File: src/rtl/aes_block_serializer.sv
// Parallel-to-serial front end for the bit-serial AES core.
// Buffers whole blocks in a small FIFO and shifts each one out LSB first.
module aes_block_serializer #(
  parameter int BLOCK_W    = 128,
  parameter int FIFO_DEPTH = 2,
  parameter int GAP_CYCLES = 0
) (
  input  logic               clk,
  input  logic               reset_n,
  input  logic               EN,
  input  logic [BLOCK_W-1:0] IN_DATA,
  input  logic               IN_VALID,
  output logic               IN_READY,
  output logic               SOUT,
  output logic               SOUT_VAL,
  output logic               SOUT_LAST,
  output logic               BUSY,
  output logic [15:0]        BLK_CNT
);

  localparam int CNT_W  = (BLOCK_W > 1) ? $clog2(BLOCK_W) : 1;
  localparam int PTR_W  = $clog2(FIFO_DEPTH);
  localparam int FILL_W = $clog2(FIFO_DEPTH + 1);
  localparam int GAP_W  = (GAP_CYCLES > 1) ? $clog2(GAP_CYCLES) : 1;

  localparam logic [CNT_W-1:0]  LAST_BIT = CNT_W'(BLOCK_W - 1);
  localparam logic [FILL_W-1:0] FULL_LVL = FILL_W'(FIFO_DEPTH);
  localparam logic [GAP_W-1:0]  GAP_LOAD = GAP_W'((GAP_CYCLES > 1) ? GAP_CYCLES - 1 : 0);

  typedef enum logic [1:0] {
    IDLE,
    SHIFT,
    GAP
  } state_t;

  logic [BLOCK_W-1:0] fifo_mem [FIFO_DEPTH];
  logic [PTR_W-1:0]   wr_ptr;
  logic [PTR_W-1:0]   rd_ptr;
  logic [FILL_W-1:0]  fill;

  state_t             state;
  logic [BLOCK_W-1:0] sreg;
  logic [CNT_W-1:0]   bit_cnt;
  logic [GAP_W-1:0]   gap_cnt;
  logic [15:0]        blk_cnt;

  logic fifo_empty;
  logic push;
  logic pop;
  logic last_bit_done;

  assign fifo_empty    = (fill == '0);
  assign IN_READY      = !reset_n && (fill != FULL_LVL);
  assign push          = IN_VALID && IN_READY;
  assign last_bit_done = (state == SHIFT) && EN && (bit_cnt == LAST_BIT);

  // With no gap the next block is loaded on the same edge that finishes the
  // current one, so the serial stream has no bubble between blocks.
  assign pop = EN && !fifo_empty &&
               ((state == IDLE) || (last_bit_done && (GAP_CYCLES == 0)));

  always_ff @(posedge clk) begin
    if (push) begin
      fifo_mem[wr_ptr] <= IN_DATA;
    end
  end

  always_ff @(posedge clk) begin
    if (reset_n) begin
      wr_ptr <= '0;
      rd_ptr <= '0;
      fill   <= '0;
    end else begin
      if (push) begin
        wr_ptr <= wr_ptr + 1'b1;
      end
      if (pop) begin
        rd_ptr <= rd_ptr + 1'b1;
      end
      case ({push, pop})
        2'b10:   fill <= fill + 1'b1;
        2'b01:   fill <= fill - 1'b1;
        default: fill <= fill;
      endcase
    end
  end

  // The IDLE cycle that pops the next block is the final idle cycle of a gap,
  // so GAP itself lasts GAP_CYCLES-1 cycles and GAP_CYCLES=1 skips it.
  always_ff @(posedge clk) begin
    if (reset_n) begin
      state   <= IDLE;
      sreg    <= '0;
      bit_cnt <= '0;
      gap_cnt <= '0;
      blk_cnt <= '0;
    end else begin
      case (state)
        IDLE: begin
          if (pop) begin
            sreg    <= fifo_mem[rd_ptr];
            bit_cnt <= '0;
            state   <= SHIFT;
          end
        end
        SHIFT: begin
          if (EN) begin
            if (bit_cnt == LAST_BIT) begin
              blk_cnt <= blk_cnt + 16'd1;
              bit_cnt <= '0;
              if (pop) begin
                sreg <= fifo_mem[rd_ptr];
              end else begin
                sreg <= sreg >> 1;
                if (GAP_CYCLES > 1) begin
                  gap_cnt <= GAP_LOAD;
                  state   <= GAP;
                end else begin
                  state <= IDLE;
                end
              end
            end else begin
              sreg    <= sreg >> 1;
              bit_cnt <= bit_cnt + 1'b1;
            end
          end
        end
        GAP: begin
          if (EN) begin
            gap_cnt <= gap_cnt - 1'b1;
            if (gap_cnt == GAP_W'(1)) begin
              state <= IDLE;
            end
          end
        end
        default: state <= IDLE;
      endcase
    end
  end

  assign SOUT_VAL  = (state == SHIFT) && EN;
  assign SOUT      = SOUT_VAL && sreg[0];
  assign SOUT_LAST = last_bit_done;
  assign BUSY      = (state != IDLE) || !fifo_empty;
  assign BLK_CNT   = blk_cnt;

endmodule

File: config.mk
export PLATFORM = sky130hd
export DESIGN_NAME = aes_block_serializer
export DESIGN_NICKNAME = d
export VERILOG_FILES = /design/src/rtl/aes_block_serializer.sv
export SDC_FILE = /design/constraint.sdc
export NUM_CORES = 1
export LEC_CHECK = 0
export CORE_MARGIN = 2
export CORE_UTILIZATION = 35
export CTS_CLUSTER_DIAMETER = 50
export DETAILED_ROUTE_END_ITERATION = 7
export PLACE_DENSITY = 0.59
export SKIP_CTS_REPAIR_TIMING = 1
export SLEW_MARGIN = 20
export SYNTH_ARGS = -nofsm -noshare
export SYNTH_HDL_FRONTEND = slang
export SYNTH_SLANG_ARGS = --single-unit
export TNS_END_PERCENT = 10
File: constraint.sdc
create_clock -name clk -period 10.09 [get_ports clk]
set_input_delay 2.5225 -clock clk [delete_from_list [all_inputs] [get_ports clk]]
set_output_delay 2.5225 -clock clk [all_outputs]
set_load 0.02 [all_outputs]
==> impl_results.md, run 1 <==
* Depth of the most critical reg-to-reg path at 7
* Ports at approximately 150
* CTS sink cnt at 413
* Antenna violations before repair at 2
* Post-layout min period at approximately 7.5 ns
* Sequential share of the synthesized area at 70.22%
* Syn Nets at 1,265
* Synth warn at 0
* CP Launch Type: input pin
* Row cnt at 76
* Power Density at ~250 nW/um2
* Final nets at about 1,400
* Crit Path Max Fanout at 45
* Worst Hold End: bit_cnt[1]$_SDFFE_PP0P_
* TritonCTS clock tree: done
* First-pass GRT wire length at 49,940 um
* CP arrival at between 4 and 5 ns
* Port Buffer Count at about 150
* Grt total ovfl at 0
* CTS Buf Count at between 40 and 50
* Final setup fails at 0
* Max_slew headroom at roughly 28%
* Met1 usage at roughly 17%
* Iteration-0 DRC Markers at 440
* #FFs+latches synth at just over 400
* Compound-Gate Fraction of Synth Area at 11.99%
* Synth Area in XOR/XNOR at less than 1%
* Pre-antenna DRT Iters at 4
* Fillcell total at 3,899
* Crit path required time at about 7.6 ns
* R2r startpoint: bit_cnt[0]$_SDFFE_PP0P_
* Largest family of logic cells by synthesized area: compound AO/OA/AOI/OAI gates
* Met2 Use GR at a little under a quarter
* Hold_sp: bit_cnt[1]$_SDFFE_PP0P_
* Routed WL at 31,490 um
* Placer Congestion at 0.7090
* Worst min-delay path class: register to register
* Hold Crit Depth at 2
* Core Area at between 40,000 and 50,000 um2
* DRC viols at 0
* Flop2flop setup slack at 7.17 ns
* Die width at approximately 210 um
* Status: complete, no violations
* H-tree depth at 2
* RSZ-0062 raised after global routing: no
* Non-filler instance count after layout at roughly 1,900
* Reg2Reg Capture Point: sreg[113]$_SDFFE_PP0P_
* Post-Syn Area at between 15,000 and 20,000 um2
* Synth Area in Adders at less than 1%
* Post-route ant nets at 0
* Vias in the first global route at ~9,000
* Slew Viols, Final at 0
* Dpl cells at about 1,800
* Pleak at between 0.006 and 0.007 uW
* Final hold violations at 0
* Busiest layer in global routing: met2
* Worst-case clock buffer depth at 3
* Yosys cell types at 43
* Vias at 9,312
* Tot GR Track Use at between 10% and 20%
* CTS Root Cell: clkbuf_16
* Worst setup path class: input pin to output pin
* M3 GR Usage at 3.011%
* CP endpoint kind: output pin
* Die Y-Extent at 213.9 um
* Starting Density at ~36%
* Mapped Cells at around 1,100
* Routed length per placed instance at around 17 um
* Cell taking the most area after synthesis: edfxtp_1
* Vias per inst at between 4 and 5
* Synth Area in Simple Gates at under 10%
* Maximum number of pins on one net before global-route repair at 129
* Die footprint at around 46,000 um2
* Final clock skew at between 0.01 and 0.015 ns
* Final WS setup at between 2 and 3 ns
* Placement Setup Slack at between 2 and 3 ns
* Worst Setup SP: reset_n
* Final HPWL DP at between 15,000 and 20,000 um
* Mux cell area share after synthesis at under 10%
* Max rail drop VDD at 0.0001229 V
* Yosys top cell area share at between 40% and 50%
* Tcrit/Tclk final at 74.07%
* FMAX at 133.8 MHz
* P&R area growth vs syn at 23.35%
* Setup TNS at 0 ns
* Post-route worst hold slack at approximately 0.48 ns
* Synth area leaders: edfxtp_1, dfxtp_1, mux2i_1
* Max Cap Viol at 0
* Clk_lat worst skew at 0.56 ns
* Tightest Pin Transition at approximately 1.1 ns
* Layout cell share with drive strength beyond 1 at ~8.5%
* Mean Syn Cell Area at approximately 14 um2
* Final Core Density at between 40% and 50%
* Clock slew at reported path FFs at around 0.05 ns
-- cell usage after synthesis (all sizes together) --
cell type  instances
o21a               1
mux2i            129
a211oi           127
buf               39
or4                5
nor4               1
o211ai             1
a21boi             1
xnor2              4
o31ai              5
o31a               1
and2               2
nand3              4
dfxtp            157
nor2b              2
edfxtp           256
xor2               7
o2111a             1
mux2               3
inv                5
o21ai            135
and4               4
and3               5
a41o               1
or2                1
ha                 3
nand2             16
nand3b             1
a21oi             14
a41oi              1
nand4              7
or3                7
clkbuf            40
nor2             144
-- registers in the layout, indices dropped and copies added, names as in the netlist, named ones only --
| register | flops |
|---|---|
| BLK_CNT | 16 |
| bit_cnt | 7 |
| fifo_mem | 256 |
| fill | 2 |
| rd_ptr | 1 |
| sreg | 128 |
| state | 1 |
| wr_ptr | 1 |
-- layout make-up --
cell class	count	area [um2]	area share [%]
Sequential cell	413	10830	56.94
Tap cell	585	732.0	3.847
Inverter	5	21.27	0.1118
Clock inverter	27	271.5	1.427
Multi-Input combinational cell	633	4224	22.20
Timing Repair Buffer	162	1622	8.523
Clock buffer	63	1319	6.931
Antenna cell	1	2.502	0.01315
-- metrics by stage --
| step | cell area [um2] | total power [uW] |
|---|---|---|
| after global routing | 19030 | 5039 |
| after detailed placement | 17430 | 3121 |
| after global placement | 17430 | 3101 |
| after floorplan | 15420 | 2876 |
| final | 19030 | 4787 |
| after CTS | 19020 | 4856 |
-- metal layers --
metal	routed length, um	vias to the layer above
met1	14220	4548
met2	15160	169
met5	13	-
met3	1484	53
met4	615	2
li1	-	4540
-- power breakdown --
part	switching [uW]	total (uW)	internal, uW
Clock	680	1710	1030
Combinational	504	852	348
Sequential	136	2220	2090
-- cell families after synthesis --
logic type,after synthesis
and+or+nand+nor,199
AOI/OAI and AO/OA,288
buffers and inverters,84
DFF,413
muxes,132
adders and majority gates,3
xor gates and xnor gates,11
-- placed cells by master (no fill, tap or decap), types with 3 or more instances in the layout --
cell,instances
nor2_4,3
mux2i_1,129
nand2_1,15
or3_1,7
a211oi_2,10
buf_4,8
dfxtp_1,156
nand4_1,6
nor2_1,141
o31ai_1,5
clkbuf_8,4
xor2_1,7
a211oi_1,117
mux2_2,3
clkbuf_16,49
inv_6,4
and4_1,3
edfxtp_1,256
nand3_1,4
inv_1,3
xnor2_1,4
bufinv_16,4
or4_1,5
o21ai_0,135
and3_1,3
clkdlybuf4s50_1,152
ha_1,3
clkinv_2,8
clkinv_1,6
a21oi_1,14
clkbuf_1,10
-- worst max path at each step --
| stage | slack, ns | cells past startpoint | endpoint |
|---|---|---|---|
| finish | 2.62 | 4 | IN_READY |
| global route | 2.46 | 4 | IN_READY |
| floorplan | 0.97 | 5 | fifo_mem[0][0]$_DFFE_PP_ |
| CTS | 2.60 | 4 | IN_READY |
| detailed placement | 2.61 | 4 | IN_READY |
| global placement | 2.64 | 4 | IN_READY |
-- worst max-delay path, stage by stage --
cell	delay [ns]
clkdlybuf4s50_1	0.96
inv_4	0.62
o21a_1	0.23
clkdlybuf4s50_1	0.61
Note: power is estimated with default switching activity, not from simulation.
==> inputs of run 2 (changes only) <==
- clock period: 10.09 -> 7.66 ns (I/O delays scaled with it)
==> run 2 against run 1 <==
Power grew 35%. Cell count up 0.21%. Clock power grew 41%. Design area increased by 0.85%. Register-to-register slack got worse by 2.7 ns. Die area did not move. Critical path depth is the same.
==> impl_results.md, run 2 (synthesis results as in run 1) <==
* Status: complete, no violations
* Grt total ovfl at 0 (unchanged)
* Iteration-0 DRC Markers at 595 (+35%)
* First-pass GRT wire length at 50,470 um (+1.1%)
* Maximum number of pins on one net before global-route repair at 129 (unchanged)
* Final nets at 1,400 (+0.14%)
* Slew Viols, Final at 0 (unchanged)
* CTS Root Cell: clkbuf_16
* Crit Path Max Fanout at 44 (-2.2%)
* Most used cell, CP: clkdlybuf4s50_1
* Worst Path Buf+Inv at 3 (unchanged)
* Row cnt at 76 (unchanged)
* Layout cell share with drive strength beyond 1 at 9.342% (+0.82 points)
* Die footprint at 45,760 um2 (unchanged)
* Worst-path cell chain: clkdlybuf4s50_1, inv_4, o21a_1, clkdlybuf4s50_1
* Setup TNS at 0 ns (unchanged)
* Clk_lat worst skew at 0.58 ns (+0.02 ns)
* H-tree depth at 2 (unchanged)
* Clock slew at reported path FFs at 0.06 ns (about the same)
* FMAX at around 160 MHz
* Commonest non-fill, non-tap cell in the layout: edfxtp_1
* Final clock skew at 0.01474 ns (+0.0005433 ns)
* Slowest stage delay, CP at 0.94 ns (-0.02 ns)
* TritonCTS clock tree: done
* CP arrival at 4.30 ns (-0.65 ns)
* Commonest non-fill, non-tap cells in the layout: edfxtp_1, dfxtp_1, clkdlybuf4s50_1, nor2_1, o21ai_0
* Critical path's slowest cell: clkdlybuf4s50_1
* Worst setup path class: input pin to output pin
* Core Area at 43,270 um2 (unchanged)
* RSZ-0062 raised after global routing: no
* Final setup fails at 0 (unchanged)
* Max_slew headroom at 31.07% (+2.9 points)
* Tot GR Track Use at 13.77% (+0.14 points)
* Total Power at 6476 uW (+35%)
* Final Core Density at 44.35% (+0.37 points)
* Routed WL at 31,690 um (+0.65%)
* P&R area growth vs syn at 24.40%
* Final HPWL DP at 17,590 um (+1.6%)
* Crit path required time at 5.75 ns (-1.82 ns)
* CTS Buf Count at 49 (+2.1%)
* Die Y-Extent at 213.9 um (unchanged)
* CTS sink cnt at 413 (unchanged)
* Port Buffer Count at 152 (unchanged)
* Antenna violations before repair at 2 (unchanged)
* Tightest Pin Transition at 1.031 ns (-0.04742 ns)
* Tcrit/Tclk final at about four fifths
* Placer Congestion at 0.7256 (+2.3%)
* Final hold violations at 0 (unchanged)
* CP Launch Type: input pin
* Delay-heaviest family, CP: buffers and inverters
* Pre-antenna DRT Iters at 5 (+1)
* Post-route ant nets at 0 (unchanged)
* Worst-case clock buffer depth at 3 (unchanged)
* Die width at 213.9 um (unchanged)
* Register with the most flip-flops: fifo_mem
* Ports at 153 (unchanged)
* CP endpoint kind: output pin
* Starting Density at 35.65% (unchanged)
* Max FFs per register at 256 (unchanged)
* Max rail drop VDD at 0.0001911 V (+55%)
* Routed length per placed instance at 16.74 um (+0.44%)
* Vias at 9,400 (+0.95%)
* Post-layout min period at 6.219 ns
* Worst min-delay path class: register to register
* Vias in the first global route at 9,398 (+1.6%)
* Vias per inst at 4.966 (+0.73%)
* DRC viols at 0 (unchanged)
* Max Cap Viol at 0 (unchanged)
* Pleak at 0.006336 uW (+1.1%)
* Power Density at 337.5 nW/um2 (+34%)
## run 2: cell count changes in the layout (fill, tap and decap cells not counted), moves of 2 or more
cell,change
clkinvlp_4,+3
clkbuf_1,-4
clkbuf_8,+3
clkinv_1,-4
clkinv_2,-2
bufinv_16,+2
clkinv_4,+2
## run 2: through the flow
step	hold WS, ns	area, um2	instances	setup WS (ns)
after global routing	0.5014	19180	1892	1.299
final	0.4835	19190	1893	1.441
after global placement	0.4631	17450	1799	1.481
after CTS	0.4788	19180	1891	1.421
after detailed placement	0.4826	17450	1799	1.438
after floorplan	0.4488	15420	1130	-0.8481
## run 2: power by group
part	total (uW)	switching (uW)	internal (uW)
clock network	2410	929	1480
registers	2950	202	2750
logic	1110	652	459
## run 2: path summary, 6_finish.rpt
| path | start | endpoint | slack [ns] | cells after the start |
|---|---|---|---|---|
| setup / recovery | reset_n | IN_READY | 1.44 | 4 |
| hold / removal | sreg[15]$_SDFFE_PP0P_ | sreg[14]$_SDFFE_PP0P_ | 0.48 | 2 |
| setup reg to reg | bit_cnt[0]$_SDFFE_PP0P_ | sreg[23]$_SDFFE_PP0P_ | 4.45 | 7 |
| hold reg to reg | sreg[15]$_SDFFE_PP0P_ | sreg[14]$_SDFFE_PP0P_ | 0.48 | 2 |
## run 2: worst min-delay path: stages, from the launching register on
cell	delay (ns)
dfxtp_1	0.30
nor2_1	0.10
a211oi_1	0.05
## run 2: final cells by class
cell class,instances,area [um2]
repair buffers,163,1642
clock buffers,63,1370
fillers,3925,24080
clock inverters,29,359.1
diodes,2,5.005
flip-flops and latches,413,10830
inverters,5,21.27
well taps,585,732.0
multi-input cells,633,4224
## run 2: metal layers
layer | vias up | track usage [%] | share of wire [%]
li1 | 4545 | - | -
met1 | 4600 | 17.62 | 45
met2 | 203 | 22.98 | 47
met3 | 50 | 2.755 | 4.6
met4 | 2 | 5.338 | 2.7
met5 | - | 0 | 0.025
